<file path="src/rtl/unstripe_pkg.sv">
// Shared definitions for the byte unstriping path: width codes, the
// sequencer state encoding and small mode helper functions.
package unstripe_pkg;

  // Width codes as seen on cfg_mode / out_mode / active_mode.
  localparam logic [1:0] MODE_8     = 2'b00;
  localparam logic [1:0] MODE_16    = 2'b01;
  localparam logic [1:0] MODE_32    = 2'b10;
  localparam logic [1:0] MODE_8_ALT = 2'b11;

  // Sequencer state: IDLE sits on a word boundary, FILL holds a partial word.
  typedef enum logic {
    ST_IDLE = 1'b0,
    ST_FILL = 1'b1
  } state_t;

  // Fold the alternate 8-bit code onto the canonical one so that 2'b11
  // never propagates into active_mode or out_mode.
  function automatic logic [1:0] normalise(input logic [1:0] mode);
    logic [1:0] res;
    if (mode == MODE_8_ALT) begin
      res = MODE_8;
    end else begin
      res = mode;
    end
    return res;
  endfunction

  // Number of bytes that make up one word in the given mode.
  function automatic logic [2:0] bytes_per_word(input logic [1:0] mode);
    logic [2:0] res;
    case (normalise(mode))
      MODE_16: res = 3'd2;
      MODE_32: res = 3'd4;
      default: res = 3'd1;
    endcase
    return res;
  endfunction

endpackage

</file>
<file path="src/rtl/unstripe_outreg.sv">
// One-entry valid/ready output register. A load always wins over a drain,
// so a word completing in the same cycle the previous one is taken keeps
// out_valid high with the new contents.
module unstripe_outreg
  import unstripe_pkg::*;
(
  input  logic        clk,
  input  logic        reset,
  input  logic        load,
  input  logic [31:0] load_data,
  input  logic [1:0]  load_mode,
  input  logic        out_ready,
  output logic [31:0] out_data,
  output logic [1:0]  out_mode,
  output logic        out_valid
);

  // Hold the word until the consumer takes it; replace it on a new load.
  always_ff @(posedge clk or posedge reset) begin
    if (reset) begin
      out_data  <= 32'h0000_0000;
      out_mode  <= MODE_8;
      out_valid <= 1'b0;
    end else if (load) begin
      out_data  <= load_data;
      out_mode  <= load_mode;
      out_valid <= 1'b1;
    end else if (out_valid && out_ready) begin
      out_valid <= 1'b0;
    end else begin
      out_valid <= out_valid;
    end
  end

endmodule

</file>
<file path="src/rtl/unstripe_sequencer.sv">
// Byte unstriping sequencer: accepts a byte stream, tracks the byte
// position inside the current word, packs bytes MSB-first into 8/16/32-bit
// words and hands each finished word to a one-entry output register.
// Width changes take effect only on word boundaries.
module unstripe_sequencer
  import unstripe_pkg::*;
#(
  parameter int FLUSH_CNT_W = 8
) (
  input  logic                   clk,
  input  logic                   reset,
  input  logic                   enb,
  input  logic [1:0]             cfg_mode,
  input  logic                   flush,
  input  logic [7:0]             in_data,
  input  logic                   in_valid,
  output logic                   in_ready,
  output logic [31:0]            out_data,
  output logic [1:0]             out_mode,
  output logic                   out_valid,
  input  logic                   out_ready,
  output logic [1:0]             byte_idx,
  output logic [1:0]             active_mode,
  output logic                   mode_pending,
  output logic [FLUSH_CNT_W-1:0] flush_cnt
);

  localparam logic [FLUSH_CNT_W-1:0] FLUSH_ONE = {{(FLUSH_CNT_W-1){1'b0}}, 1'b1};
  localparam logic [FLUSH_CNT_W-1:0] FLUSH_MAX = {FLUSH_CNT_W{1'b1}};

  state_t                 state_r;
  state_t                 state_n;
  logic [1:0]             byte_idx_r;
  logic [1:0]             byte_idx_n;
  logic [23:0]            partial_r;
  logic [23:0]            partial_n;
  logic [1:0]             active_mode_r;
  logic [1:0]             active_mode_n;
  logic [FLUSH_CNT_W-1:0] flush_cnt_r;
  logic [FLUSH_CNT_W-1:0] flush_cnt_n;

  logic [1:0]             cfg_norm_s;
  logic [1:0]             word_mode_s;
  logic [2:0]             word_bytes_s;
  logic                   accept_s;
  logic                   last_byte_s;
  logic                   load_s;
  logic [31:0]            load_data_s;

  // While on a word boundary the requested mode is the one the next byte
  // will use (it is latched in the same cycle); mid-word the latched mode
  // stays in force.
  always_comb begin
    cfg_norm_s   = normalise(cfg_mode);
    if (state_r == ST_IDLE) begin
      word_mode_s = cfg_norm_s;
    end else begin
      word_mode_s = active_mode_r;
    end
    word_bytes_s = bytes_per_word(word_mode_s);
    last_byte_s  = ({1'b0, byte_idx_r} == (word_bytes_s - 3'd1));
    // The partial word is kept right-justified and zero above the bytes
    // received so far, so appending the new byte yields the packed word.
    load_data_s  = {partial_r, in_data};
  end

  // Handshake and status flags; in_ready is forced low while in reset.
  always_comb begin
    in_ready     = !reset && enb && !flush && (!out_valid || out_ready);
    accept_s     = in_valid && in_ready;
    mode_pending = (cfg_norm_s != active_mode_r) && (state_r == ST_FILL);
  end

  // Next-state logic: mode latching, byte counting, packing and flush.
  always_comb begin
    state_n       = state_r;
    byte_idx_n    = byte_idx_r;
    partial_n     = partial_r;
    active_mode_n = active_mode_r;
    flush_cnt_n   = flush_cnt_r;
    load_s        = 1'b0;
    if (enb) begin
      if (state_r == ST_IDLE) begin
        active_mode_n = cfg_norm_s;
      end else begin
        active_mode_n = active_mode_r;
      end
      if (flush) begin
        if (state_r == ST_FILL) begin
          state_n    = ST_IDLE;
          byte_idx_n = 2'd0;
          partial_n  = 24'h00_0000;
          if (flush_cnt_r == FLUSH_MAX) begin
            flush_cnt_n = flush_cnt_r;
          end else begin
            flush_cnt_n = flush_cnt_r + FLUSH_ONE;
          end
        end else begin
          state_n = state_r;
        end
      end else if (accept_s) begin
        if (last_byte_s) begin
          load_s     = 1'b1;
          state_n    = ST_IDLE;
          byte_idx_n = 2'd0;
          partial_n  = 24'h00_0000;
        end else begin
          state_n    = ST_FILL;
          byte_idx_n = byte_idx_r + 2'd1;
          partial_n  = load_data_s[23:0];
        end
      end else begin
        state_n = state_r;
      end
    end else begin
      state_n = state_r;
    end
  end

  // State register; a reset mid-word drops the partial word silently.
  always_ff @(posedge clk or posedge reset) begin
    if (reset) begin
      state_r       <= ST_IDLE;
      byte_idx_r    <= 2'd0;
      partial_r     <= 24'h00_0000;
      active_mode_r <= MODE_8;
      flush_cnt_r   <= {FLUSH_CNT_W{1'b0}};
    end else begin
      state_r       <= state_n;
      byte_idx_r    <= byte_idx_n;
      partial_r     <= partial_n;
      active_mode_r <= active_mode_n;
      flush_cnt_r   <= flush_cnt_n;
    end
  end

  unstripe_outreg u_outreg (
    .clk       (clk),
    .reset     (reset),
    .load      (load_s),
    .load_data (load_data_s),
    .load_mode (word_mode_s),
    .out_ready (out_ready),
    .out_data  (out_data),
    .out_mode  (out_mode),
    .out_valid (out_valid)
  );

  // Status outputs come straight from registers.
  always_comb begin
    byte_idx    = byte_idx_r;
    active_mode = active_mode_r;
    flush_cnt   = flush_cnt_r;
  end

endmodule

</file>
<file path="config.mk">
export PLATFORM = sky130hd
export DESIGN_NAME = unstripe_sequencer
export DESIGN_NICKNAME = d
export VERILOG_FILES = /design/src/rtl/unstripe_pkg.sv /design/src/rtl/unstripe_outreg.sv /design/src/rtl/unstripe_sequencer.sv
export SDC_FILE = /design/constraint.sdc
export NUM_CORES = 1
export LEC_CHECK = 0
export CORE_MARGIN = 4
export CORE_UTILIZATION = 45
export DETAILED_ROUTE_END_ITERATION = 12
export PLACE_DENSITY = 0.71
export SYNTH_ARGS = -nofsm -noshare
export SYNTH_HDL_FRONTEND = slang
export SYNTH_SLANG_ARGS = --single-unit
</file>
<file path="constraint.sdc">
create_clock -name clk -period 7.3 [get_ports clk]
set_input_delay 1.825 -clock clk [delete_from_list [all_inputs] [get_ports clk]]
set_output_delay 1.825 -clock clk [all_outputs]
set_load 0.05 [all_outputs]
</file>
---- Word level (Yosys, flattened, before mapping) ----
Index checks and enable logic that the tools add are counted.
storage, ports and cells
  bits in registers ....................... 72
  input bits .............................. 16
  logic and storage cells ................. 56
  output and inout port bits .............. 49
cells by class
  mux-type cells .......................... 21
  bitwise gates (word level) .............. 1
  reductions and logical operators ........ 15
  eq/ne operators ......................... 8
  add/subtract/negate cells ............... 3
operators by type and width
  cell                 count
  $mux 24              4
  $mux 2               7
  $mux 1               9
  $add 8x1->8 const B  1
  $eq 8x8->1 const B   1
  $eq 2x2->1 const B   3
  $logic_and 1x1->1    6
  $pmux 3 s2           1
  $reduce_and 4->1     1
  $reduce_bool 2->1    2
  $eq 2x3->1           1
  $logic_not 1->1      3
  $reduce_and 3->1     1
  $sub 3x1->3 const B  1
  $add 2x1->2 const B  1
  $eq 2x1->1 const B   1
  $ne 2x1->1 const B   1
  $ne 2x2->1           1
  $reduce_and 2->1     1
  $logic_or 1x1->1     1
  $not 1->1            1

---- Longest topological paths before layout ----
Gate-level depths: netlist of the first run.
  word-level depth ........................ 14
  gate-level depth with buffers ........... 10
  depth with buffers taken out ............ 8

---- Cells and area by module ----
A second synthesis of the first run with hierarchy kept.
second synthesis, totals
  cell total of the unflattened synthesis .. 266
  area total of the unflattened synthesis .. 3269.4 um^2
by module, submodules not included
  module              instances  sequential area each (um^2)  area each (um^2)  cells each
  unstripe_sequencer  1          925.9                        1815.5            190
  unstripe_outreg     1          875.8                        1453.9            76

---- Least setup slack after synthesis of the first run ----
OpenSTA, ideal clock, no wires.
  kind .................................... input port to output port
  from .................................... in enb
  to ...................................... out in_ready
  stages on the path ...................... 2
  data arrival time ....................... 3.532 ns
  required time ........................... 5.475 ns
  buffers on the path ..................... 1
  path slack .............................. 1.943 ns
  cell sequence ........................... buf_6 > nor4b_1
on the way
  longest elaborated chain between the ends .. 3
RTL lines
  element                          RTL line                  RTL
  start: declaration               unstripe_sequencer.sv:12  input logic enb,
  $logic_and 1x1->1 (3 in series)  unstripe_sequencer.sv:69  in_ready = !reset && enb && !flush && (!out_valid || out_ready);
  end: declaration                 unstripe_sequencer.sv:17  output logic in_ready,
Every way passes these cells.

---- Worst setup path in the final report of the first run ----
  from .................................... in cfg_mode[1]
  to ...................................... out mode_pending
on the way
  longest elaborated chain between the ends .. 4
RTL lines
  element                RTL line                  RTL
  start: declaration     unstripe_sequencer.sv:13  input logic [1:0] cfg_mode,
  $eq 2x2->1             unstripe_pkg.sv:21        if (mode == MODE_8_ALT) begin
  $mux 2 (*)             unstripe_pkg.sv:21
  $ne 2x2->1 (*)         unstripe_sequencer.sv:71  mode_pending = (cfg_norm_s != active_mode_r) && (state_r == ST_FILL);
  $logic_and 1x1->1 (*)  unstripe_sequencer.sv:71
  end: declaration       unstripe_sequencer.sv:24  output logic mode_pending,
Mark *: on every way between the ends. The rest lies on a longest branch, timed or not.

==> results of run 1 <==
==> layer usage <==
layer	vias to the layer above	share of wire, %
li1	903	-
met1	937	49
met2	32	46
met3	9	3.0
met4	0	1.6
met5	-	0
==> cells by family (layout without fill, tap and decap cells) <==
family / after synthesis / in the layout / share of synthesized area, %
buffers and inverters: 13 / 84 / 3.79
DFF: 72 / 72 / 58.0
adders and majority gates: 3 / 3 / 1.21
muxes: 38 / 38 / 17.3
AOI/OAI and AO/OA: 44 / 44 / 11.5
xor gates and xnor gates: 3 / 3 / 0.846
and+or+nand+nor: 37 / 37 / 7.33
==> cell type report <==
class	instances	share of cell area, %
clock buffers	9	3.12
clock inverters	7	2.40
inverters	3	0.284
multi-input cells	125	29.9
flip-flops and latches	72	45.4
well taps	80	2.52
repair buffers	65	16.3
==> path summary, 6_finish.rpt <==
check,startpoint,to,slack (ps),depth (start not counted)
worst max-delay path,cfg_mode[1],mode_pending,1650,6
worst min-delay path,partial_r[20]$_DFFE_PP0P_,partial_r[20]$_DFFE_PP0P_,500,1
worst max register to register,state_r$_DFFE_PP0P_,u_outreg.out_data[31]$_DFFE_PP0P_,4810,7
worst min register to register,partial_r[20]$_DFFE_PP0P_,partial_r[20]$_DFFE_PP0P_,500,1
max in group asynchronous,reset,u_outreg.out_data[18]$_DFFE_PP0P_,4590,3
min in group asynchronous,reset,u_outreg.out_valid$_DFFE_PP0P_,2120,3
==> state kept, by name (all words and copies together), names as in the netlist <==
name and flops:
state_r 1, u_outreg.out_data 32, u_outreg.out_mode 2, byte_idx 2, active_mode 2, partial_r 24
u_outreg.out_valid 1, flush_cnt 8
==> worst register-to-register path: stages, from the launching register on <==
cell and delay [ps]:
dfrtp_1 460, nand2_1 100, o21a_1 170, inv_1 70, ha_1 290, xor2_1 190, and3_4 660, mux2_2 430
==> layout by cell type, fill, tap and decap left out, types with 2 or more instances in the layout <==
| cell type | n |
|---|---|
| clkbuf_8 | 9 |
| clkdlybuf4s50_1 | 64 |
| nand2b_1 | 4 |
| mux2_4 | 29 |
| mux2_2 | 9 |
| clkinv_2 | 2 |
| a22o_1 | 25 |
| dfrtp_1 | 72 |
| nor2b_1 | 3 |
| nor2_1 | 5 |
| o21a_1 | 5 |
| inv_1 | 2 |
| and3_1 | 3 |
| a21oi_1 | 3 |
| o21ai_0 | 3 |
| bufinv_16 | 2 |
| nand3_1 | 8 |
| nand2_1 | 4 |
| ha_1 | 3 |
| xor2_1 | 2 |
==> power by group through the flow <==
stage | logic [mW] | registers [mW] | clock network [mW]
after CTS | 0.632 | 0.597 | 0.351
after global routing | 0.655 | 0.613 | 0.369
final | 0.626 | 0.597 | 0.345
after floorplan | 0.201 | 0.832 | 0
after detailed placement | 0.629 | 0.603 | 0
after global placement | 0.623 | 0.597 | 0
==> per-stage QoR <==
stage	setup WS, ps	hold slack, ps
after floorplan	1940	467
after global placement	1700	484
after detailed placement	1650	491
after CTS	1640	509
after global routing	1530	527
final	1650	504
==> metrics, run 1 <==
outcome=complete, no violations; fin crit share=77.5%; die area=~8300 sq um; Synth top area share=slightly below 60%; Async SR Flop Fraction=between 90% and 100%; Initial Util=46.0%; Leak=between 1.5 and 2 nW; total negative slack=0 ps; Antenna Violating Nets Remaining=0; drt total wl=~5900 um; number of enable flip-flop cells after synthesis=0; Net Sw Power=just over 0.6 mW; DRC errors left=0; cell area after layout=3970 sq um; hold_buf cts=0; CP bufs+invs=2; antenna cells=0; most common cell in the netlist=dfrtp_1; first-pass GRT wire length=between 9000 and 10000 um; Util after Layout=between 50% and 60%; register area share after synthesis=between 50% and 60%; Yosys top cell by area=dfrtp_1; gr busiest metal=met2; commonest cells in the netlist=72 x dfrtp_1, 29 x mux2_4, 25 x a22o_1; Vias=between 1500 and 2000; fin crit period=5650 ps; Pins Over Slew Limit=0; Hold WC Path Type=register to register; Ports=65; CTS tree=yes; Num CTS Buffers=9; clock power share=approximately 22%; total grt overflow=0; PwrDens=between 300 and 400 nW/um^2; drt pass-1 iters=4; Synth area leaders=dfrtp_1 58%, mux2_4 14%, a22o_1 7.1%; slew margin rel.=between 40% and 50%; Cells after Synth=210; CTS Buffer Depth=2; Netlist cell types=39; Placed Area=around 3700 sq um; final net count=approximately 300; HPWL Detailed=approximately 3800 um; crit-path leading delay family=buffers and inverters; combinational group share of total power=about two fifths; Peak VDD IR=about 0.00026 V; mean routed wirelength per cell=16.3 um; grt met2 use=21.7%; Final Power=1.57 mW; Crit Path Class=input pin to output pin; Synth Flop Type=dfrtp_1; flop and latch count out of synthesis=72; Sequential Power Share=a little under two fifths; CP peak stage delay=just over 800 ps; Core Area=slightly below 7000 sq um; most used cell along the critical path=clkdlybuf4s50_1; footprint of the multi-input gates=around 1200 sq um; CP arrival=between 3000 and 4000 ps; initial antenna violation count=0; FMAX=about 180 MHz; Rows=30; largest net degree at the start of global routing=73; register area=approximately 1800 sq um; clk sink count=roughly 70; syn_area_per_cell=roughly 15 sq um; Vias/cell=around 5.2; post-CTS sizing=0; Critical Path RT=around 5500 ps; RSZ-0062 raised after global routing=no; Final Hold Viols=0; Root Buffer=clkbuf_8; Cell Area, Synth=slightly above 3000 sq um; worst skew pair latency=roughly 340 ps; Setup Buffers After CTS=0; Total Routing Usage GR=around 15%; Synth Net Count=229; Die H=91.1 um; met1 Use GR=between 20% and 30%; fin cells=361; ratio of cells with drive above 1 in the final layout=approximately 22%; switching share of power=approximately two fifths; Area Overhead vs Synth=27.7%; met3 Usage GRT=approximately 2.7%; Worst Max-Slew Pin Slew=roughly 890 ps; # port buffers=64; Placer Congestion=0.739; Internal=between 0.9 and 1 mW; MaxCap Viol Count=0; Crit Path Max Fanout=3; H-tree Lvls=3; CP startpoint kind=input pin; synth warn=0; Fillers=roughly 550; die width=roughly 90 um; slowest CP cell=clkdlybuf4s50_1; vias in the first global route=a little under 2000; Placed Cells=about 350; first-iteration detailed-routing DRC count=66; Final setup viols=0; CP Capture Type=output pin; CTS clk-pin slew, worst paths=around 70 ps; cell chain of the critical path=clkdlybuf4s50_1 -> nand2b_1 -> nor3b_1 -> a211o_1 -> a21boi_0 -> clkdlybuf4s50_1; Post-Route Skew=approximately 6.6 ps
Note: power is estimated with default switching activity, not from simulation.
==> run 2, diff against run 1 <==
PLACE_DENSITY = 0.74   (was 0.71)
clock period = 5.2 ns   (was 7.3 ns; I/O delays follow)
==> run 2 against run 1 <==
Net effect: register-to-register slack lost 2100 ps; cell count is the same; clock skew is essentially flat.
==> metrics, run 2 (synthesized netlist as in run 1, its figures left out) <==
die area=just over 8000 sq um; max reg flops=32; Pins Over Slew Limit=0; register bank with the most flops=u_outreg.out_data; total negative slack=0 ps; largest net degree at the start of global routing=42; Util after Layout=between 50% and 60%; drt pass-1 iters=4; Final setup viols=0; Worst Max-Slew Pin Slew=approximately 780 ps; Root Buffer=clkbuf_8; CP arrival=3310 ps; # port buffers=between 60 and 70; Crit Path Class=input pin to output pin; slowest CP cell=clkdlybuf4s50_1; ratio of cells with drive above 1 in the final layout=22.4%; clk sink count=72; fin crit period=roughly 4600 ps; first-pass GRT wire length=roughly 10000 um; Num CTS Buffers=9; drt total wl=approximately 6000 um; slew margin rel.=about half; CP Capture Type=output pin; CTS tree=yes; reg-to-reg slack, setup=about 2700 ps; Antenna Violating Nets Remaining=0; fin cells=approximately 360; initial antenna violation count=0; Setup Buffers After CTS=0; CP startpoint kind=input pin; Critical R2R Capture=u_outreg.out_data[29]$_DFFE_PP0P_; first-iteration detailed-routing DRC count=48; Total Routing Usage GR=between 10% and 20%; Critical Path RT=a little under 4000 ps; FMAX=between 200 and 250 MHz; Placed Cells=around 350; Placed Area=between 3000 and 4000 sq um; Vias/cell=between 5 and 6; CP peak stage delay=slightly above 800 ps; die width=about 90 um; Ports=65; MaxCap Viol Count=0; Final Hold Viols=0; Core Area=6760 sq um; RSZ-0062 raised after global routing=no; cell chain of the critical path=clkdlybuf4s50_1 -> nand2b_1 -> nor3b_1 -> a211o_1 -> a21boi_0 -> clkdlybuf4s50_1; total grt overflow=0; Area Overhead vs Synth=27.8%; CTS Buffer Depth=2; most used cell along the critical path=clkdlybuf4s50_1; Initial Util=between 40% and 50%; vias in the first global route=slightly above 2000; DRC errors left=0; leading cell types in the layout, fill and taps excluded=72 x dfrtp_1, 64 x clkdlybuf4s50_1, 29 x mux2_4, 25 x a22o_1; Rows=30; Die H=91.1 um; Fillers=560; Vias=between 1500 and 2000; Reg-to-Reg Start=state_r$_DFFE_PP0P_; CP Launch Point=cfg_mode[1]; Leak=about 1.8 nW; Min Hold Slack=503 ps; Peak VDD IR=0.000355 V; post-CTS sizing=0; Crit Path Max Fanout=3; hold_buf cts=0; final net count=a little under 300; R2R depth=7; CTS clk-pin slew, worst paths=~80 ps; HPWL Detailed=about 4000 um; cell area after layout=around 4000 sq um; mean routed wirelength per cell=around 17 um; Hold WC Path Type=register to register; worst skew pair latency=340 ps; antenna cells=0; Placer Congestion=around 0.76; crit path capture=mode_pending; outcome=complete, no violations; PwrDens=554 nW/um^2; commonest non-fill, non-tap cell in the layout=dfrtp_1; Post-Route Skew=approximately 6.8 ps; fin crit share=88.6%; H-tree Lvls=3
-- run 2: changes by cell type in the layout (fill, tap and decap cells not counted), sizes merged --
cell / delta
clkinvlp: -1
clkinv: +2
inv: -1
-- run 2: metrics by stage --
| step | power [mW] | worst slack (ps) |
|---|---|---|
| 3_5_place_dp | 1.73 | 584 |
| 5_1_grt | 2.30 | 518 |
| 6_report | 2.20 | 590 |
| 3_3_place_gp | 1.71 | 647 |
| 2_1_floorplan | 1.45 | 893 |
| 4_1_cts | 2.22 | 583 |
-- run 2: final cells by class --
class	count	area [sq um]	share of cell area (%)
flip-flops and latches	72	1800	45.4
clock buffers	9	124	3.12
clock inverters	7	96.3	2.43
inverters	3	11.3	0.284
well taps	80	100	2.52
repair buffers	65	648	16.3
multi-input cells	125	1190	29.9
-- run 2: worst min-delay path by stage --
stage / slack (ps) / start / cells past startpoint / end
2_1_floorplan: 470 / partial_r[20]$_DFFE_PP0P_ / 1 / partial_r[20]$_DFFE_PP0P_
5_1_grt: 520 / u_outreg.out_data[5]$_DFFE_PP0P_ / 1 / u_outreg.out_data[5]$_DFFE_PP0P_
6_report: 500 / partial_r[20]$_DFFE_PP0P_ / 1 / partial_r[20]$_DFFE_PP0P_
4_1_cts: 510 / partial_r[22]$_DFFE_PP0P_ / 1 / partial_r[22]$_DFFE_PP0P_
3_3_place_gp: 480 / partial_r[20]$_DFFE_PP0P_ / 1 / partial_r[20]$_DFFE_PP0P_
3_5_place_dp: 490 / u_outreg.out_data[3]$_DFFE_PP0P_ / 1 / u_outreg.out_data[3]$_DFFE_PP0P_
-- run 2: critical path, delay by kind of cell --
kind	cells	cell delay, ps
AND/OR/NAND/NOR	2	340
buffers and inverters	2	1260
AO/OA/AOI/OAI	2	410
-- run 2: where the power goes --
group | switching [mW] | internal (mW) | leakage, nW | total [mW]
Sequential | 0.123 | 0.714 | 0.973 | 0.838
Combinational | 0.512 | 0.366 | 0.725 | 0.878
Clock | 0.212 | 0.271 | 0.113 | 0.482
Total | 0.847 | 1.35 | 1.81 | 2.20
-- run 2: layer usage --
metal  global-route usage [%]  up-vias  share of wire [%]
li1                         -      903                  -
met1                     20.2      983                 47
met2                     23.2       49                 46
met3                     6.05       11                4.9
met4                     6.53        0                2.1
met5                        0        -                  0
==> run 3, diff against run 2 <==
CORE_UTILIZATION = 25   (was 45)
CTS_CLUSTER_DIAMETER = 40   (was not set)
PLACE_DENSITY = 0.46   (was 0.74)
==> run 3 against run 2 <==
Net effect: clock skew down 2.2 ps; die area up 72%; worst setup slack better by 3.9 ps; critical endpoint unchanged; first-iteration DRC count up 67%; sequential share of layout area down 2.4 points.
==> metrics, run 3 (synthesized netlist as in run 1, its figures left out) <==
Crit Path Class=input pin to output pin; Initial Util=between 20% and 30%; fin crit share=between 80% and 90%; die area=~14000 sq um; Antenna Violating Nets Remaining=0; first-pass GRT wire length=~11000 um; Final Power=approximately 2.4 mW; H-tree Lvls=3; Crit Path Max Fanout=3; CP startpoint kind=input pin; total grt overflow=0; Peak VDD IR=between 0.0002 and 0.0003 V; Reg-to-Reg Start=state_r$_DFFE_PP0P_; Pins Over Slew Limit=0; PwrDens=around 570 nW/um^2; Placed Area=about 3900 sq um; slew margin rel.=between 40% and 50%; combinational group share of total power=36.7%; Post-Place Setup Slack=approximately 590 ps; antenna cells=0; MaxCap Viol Count=0; RSZ-0062 raised after global routing=no; clk sink count=just over 70; CTS Buffer Depth=2; HPWL Detailed=4390 um; CTS clk-pin slew, worst paths=50 ps; Final Hold Viols=0; worst skew pair latency=between 300 and 400 ps; Die H=119 um; FMAX=217 MHz; Final setup viols=0; register area=roughly 1800 sq um; CP peak stage delay=between 800 and 900 ps; # port buffers=64; max reg flops=32; Ports=65; commonest non-fill, non-tap cell in the layout=dfrtp_1; Area Overhead vs Synth=34.9%; CP Capture Type=output pin; Rows=40; initial antenna violation count=0; leading cell types in the layout, fill and taps excluded=72 x dfrtp_1, 64 x clkdlybuf4s50_1, 29 x mux2_4, 25 x a22o_1; Worst Max-Slew Pin Slew=between 800 and 900 ps; Root Buffer=clkbuf_16; Placer Congestion=between 0.7 and 0.8; largest net degree at the start of global routing=40; final net count=around 300; Placed Cells=433; Setup Buffers After CTS=0; register bank with the most flops=u_outreg.out_data; Vias=~1900; mean routed wirelength per cell=between 15 and 20 um; worst hold start=partial_r[20]$_DFFE_PP0P_; Leak=around 1.9 nW; drt total wl=~6700 um; CP bufs+invs=2; cell area after layout=between 4000 and 5000 sq um; vias in the first global route=just under 2000; DRC errors left=0; setup slack after layout=a little under 600 ps; crit-path leading delay family=buffers and inverters; hold_buf cts=0; Sequential Power Share=between 30% and 40%; CP Launch Point=cfg_mode[1]; Internal=~1.5 mW; most used cell along the critical path=clkdlybuf4s50_1; Post-Route Skew=4.60 ps; first-iteration detailed-routing DRC count=80; Hold WC Path Type=register to register; Critical Path RT=3900 ps; drt pass-1 iters=6; Net Sw Power=~0.87 mW; post-CTS sizing=0; fin cells=449; total negative slack=0 ps; ratio of cells with drive above 1 in the final layout=22.1%; footprint of the multi-input gates=1190 sq um; Total Routing Usage GR=roughly a tenth; die width=about 120 um; slowest CP cell=clkdlybuf4s50_1; Fillers=between 1000 and 1500; Vias/cell=4.19; CTS tree=yes; Core Area=12100 sq um; switching share of power=between 30% and 40%; clock power share=between 20 and 30%; fin crit period=approximately 4600 ps; cell chain of the critical path=clkdlybuf4s50_1 -> nand2b_1 -> nor3b_1 -> a211o_1 -> a21boi_0 -> clkdlybuf4s50_1; Num CTS Buffers=9; CP arrival=between 3000 and 4000 ps; outcome=complete, no violations
-- run 3: stage by stage --
| stage | hold WS, ps | utilization [%] |
|---|---|---|
| floorplan | 467 | - |
| global placement | 487 | 32.0 |
| detailed placement | 491 | 32.0 |
| CTS | 507 | 34.7 |
| global route | 521 | 34.7 |
| finish | 500 | 34.7 |
-- run 3: worst paths after layout --
| path | cells past startpoint | to | slack, ps |
|---|---|---|---|
| setup / recovery | 6 | mode_pending | 590 |
| hold / removal | 1 | partial_r[20]$_DFFE_PP0P_ | 500 |
| hold reg to reg | 1 | partial_r[20]$_DFFE_PP0P_ | 500 |
| setup reg to reg | 7 | u_outreg.out_data[28]$_DFFE_PP0P_ | 2730 |
| min in group asynchronous | 2 | flush_cnt[3]$_DFFE_PP0P_ | 1520 |
| max in group asynchronous | 3 | partial_r[12]$_DFFE_PP0P_ | 2720 |
-- run 3: layout make-up --
cell class / instances / share of cell area [%]
Clock inverter: 4 / 1.82
Clock buffer: 12 / 6.12
Multi-Input combinational cell: 125 / 28.3
Timing Repair Buffer: 65 / 15.5
Inverter: 3 / 0.269
Sequential cell: 72 / 43.0
Tap cell: 168 / 5.02
-- run 3: power by group through the flow --
stage / sequential, mW / combinational (mW) / clock (mW)
3_3_place_gp: 0.847 / 0.886 / 0
4_1_cts: 0.840 / 0.893 / 0.697
6_report: 0.838 / 0.880 / 0.676
5_1_grt: 0.865 / 0.921 / 0.720
2_1_floorplan: 1.17 / 0.282 / 0
3_5_place_dp: 0.845 / 0.890 / 0
-- run 3: routing by layer --
| layer | global-route usage (%) | vias to the layer above | part of all wire (%) |
|---|---|---|---|
| li1 | - | 902 | - |
| met1 | 13.8 | 930 | 49 |
| met2 | 14.0 | 34 | 45 |
| met3 | 1.99 | 14 | 3.1 |
| met4 | 5.87 | 0 | 2.9 |
| met5 | 0 | - | 0 |
==> patch, RTL diff (flow settings as in run 3) <==
Change the parameter `FLUSH_CNT_W` from 8 to 9.
--- a/src/rtl/unstripe_sequencer.sv
+++ b/src/rtl/unstripe_sequencer.sv
@@ -6,5 +6,5 @@
   import unstripe_pkg::*;
 #(
-  parameter int FLUSH_CNT_W = 8
+  parameter int FLUSH_CNT_W = 9
 ) (
   input  logic                   clk,
Interface: changed (resized flush_cnt); port bits go from 65 to 66. No check against the original RTL was run, so the function may have changed too.
==> patch against run 3 <==
Global-route usage increased by 0.22 points; routed wire length increased by 2.0%; worst hold slack improved by 0.73 ps; sequential share of layout area about the same; total power decreased by 0.39%; synthesized area decreased by 0.28%; sequential cell count increased by 1; cell area increased by 1.3%; core utilization increased by 0.45 points; setup slack improved by 100 ps; critical path type unchanged; largest cell class unchanged.
==> patch: results (changes against run 3) <==
Status
  – Outcome: complete, no violations (unchanged)

STA
  – Final worst clock skew: 6.495 ps (was 4.602 ps)
  – Relative slew slack: 52.09% (was 42.49%)

Route
  – WL per Instance: 15.29 µm (was 15.02 µm)
  – First drt pass iteration count: 4 (was 6)
  – Vias per cell: 4.258 (was 4.187)
  – 1st-iter DRT viols: 79 (was 80)

Global route
  – Gr usage total: 10.09% (was 9.865%)
  – First-pass GRT wire length: 10990 µm (was 11070 µm)
  – Largest net degree at the start of global routing: 28 (was 40)
  – Number of global-route vias before repair: 1945 (was 1958)

Worst setup path
  – Critical path launch point: cfg_mode[0] (was cfg_mode[1])
  – RR Endpoint: u_outreg.out_data[9] (was u_outreg.out_data[28])
  – Critical path peak fanout: 4 (was 3)
  – Reg2Reg Setup Slack: 2340 ps (was 2730 ps)

Power
  – Worst vdd ir: 256.1 µV (was 277.6 µV)
  – Leak Pwr: 1.918 nW (was 1.856 nW)

Placed design
  – Placed cells: 435 (was 433)
  – # port buffers: 65 (was 64)

Final layout
  – Layout Cells excl Fill: 450 (was 449)
  – Final #Nets: 298 (was 295)
  – Layout cells sized above 1: 22.34% (was 22.06%)

Synthesis
  – Post-Synthesis Cells: 207 (was 210)
  – Post-Syn Nets: 227 (was 229)
  – Top post-synthesis cells by count: dfrtp_1 (73), mux2_4 (29), a22o_1 (25), mux2_2 (8), nor2_1 (8) (was dfrtp_1 (72), mux2_4 (29), a22o_1 (25), mux2_2 (9), nand3_1 (8))
  – Synth unique cells: 37 (was 39)
-- patch: cell types whose count changed after synthesis, moves of 2 or more --
| cell | change |
|---|---|
| nand3_1 | -3 |
| nor3_1 | +2 |
| and3_1 | -2 |
| xor2_1 | +3 |
| nor2_1 | +3 |
| inv_1 | +4 |
| o21a_1 | -4 |
| nand2_1 | -2 |
| nand2b_1 | -2 |
| xnor2_1 | +3 |
-- patch: kinds of logic after synthesis --
group	Yosys count	synth area share (%)
mux	37	16.97
compound gates	38	10.22
simple gates	28	5.334
buf+inv	18	4.323
fa+ha+maj	4	1.616
xor+xnor	9	2.545
flops	73	58.99
-- patch: per-layer routing --
metal / share of wire [%] / GRT usage (%) / vias to the layer above
li1: - / - / 891
met1: 50 / 13.35 / 976
met2: 44 / 14.77 / 35
met3: 3.5 / 3.371 / 14
met4: 2.4 / 4.868 / 0
met5: 0 / 0 / -
-- patch: cell type report --
class,instances,area (µm²)
fill,1173,7818
sequential,73,1827
multi-input combinational,116,1142
timing repair buffer,71,695.7
clock buffer,10,239.0
tap,168,210.2
clock inverter,5,103.9
inverter,7,26.28
-- patch: worst min-delay path by stage --
stage                     cells after the start     startpoint  slack [ps]       endpoint
after floorplan                               1  partial_r[21]         470  partial_r[21]
after global placement                        1  partial_r[22]         490  partial_r[22]
after detailed placement                      1   flush_cnt[6]         490   flush_cnt[6]
after CTS                                     1   flush_cnt[6]         500   flush_cnt[6]
after global routing                          1   flush_cnt[6]         510   flush_cnt[6]
final                                         1   flush_cnt[6]         500   flush_cnt[6]
-- patch: critical path: stages --
cell and delay [ps]:
clkdlybuf4s50_1 470, xor2_1 170, a211o_1 290, a21boi_0 150, clkdlybuf4s50_1 820
-- patch: report_power, final --
group | switching (W) | leakage, nW | internal, W
Combinational | 0.000506 | 0.765 | 0.000343
Clock | 0.000234 | 0.169 | 0.000479
Sequential | 0.000114 | 0.984 | 0.000709
Total | 0.000855 | 1.92 | 0.00153
-- patch: stage by stage --
step                total power, W  hold slack, ps  instance area (µm²)  worst slack [ps]  utilization (%)
CTS                       0.002418           497.7                 4244             695.6            35.19
floorplan                 0.001400           467.2                 3097              1051                -
detailed placement        0.001688           485.3                 3901             699.2            32.34
finish                    0.002385           501.1                 4244             697.7            35.19
global route              0.002491           506.2                 4244             641.4            35.19
global placement          0.001684           486.7                 3901             717.9            32.34
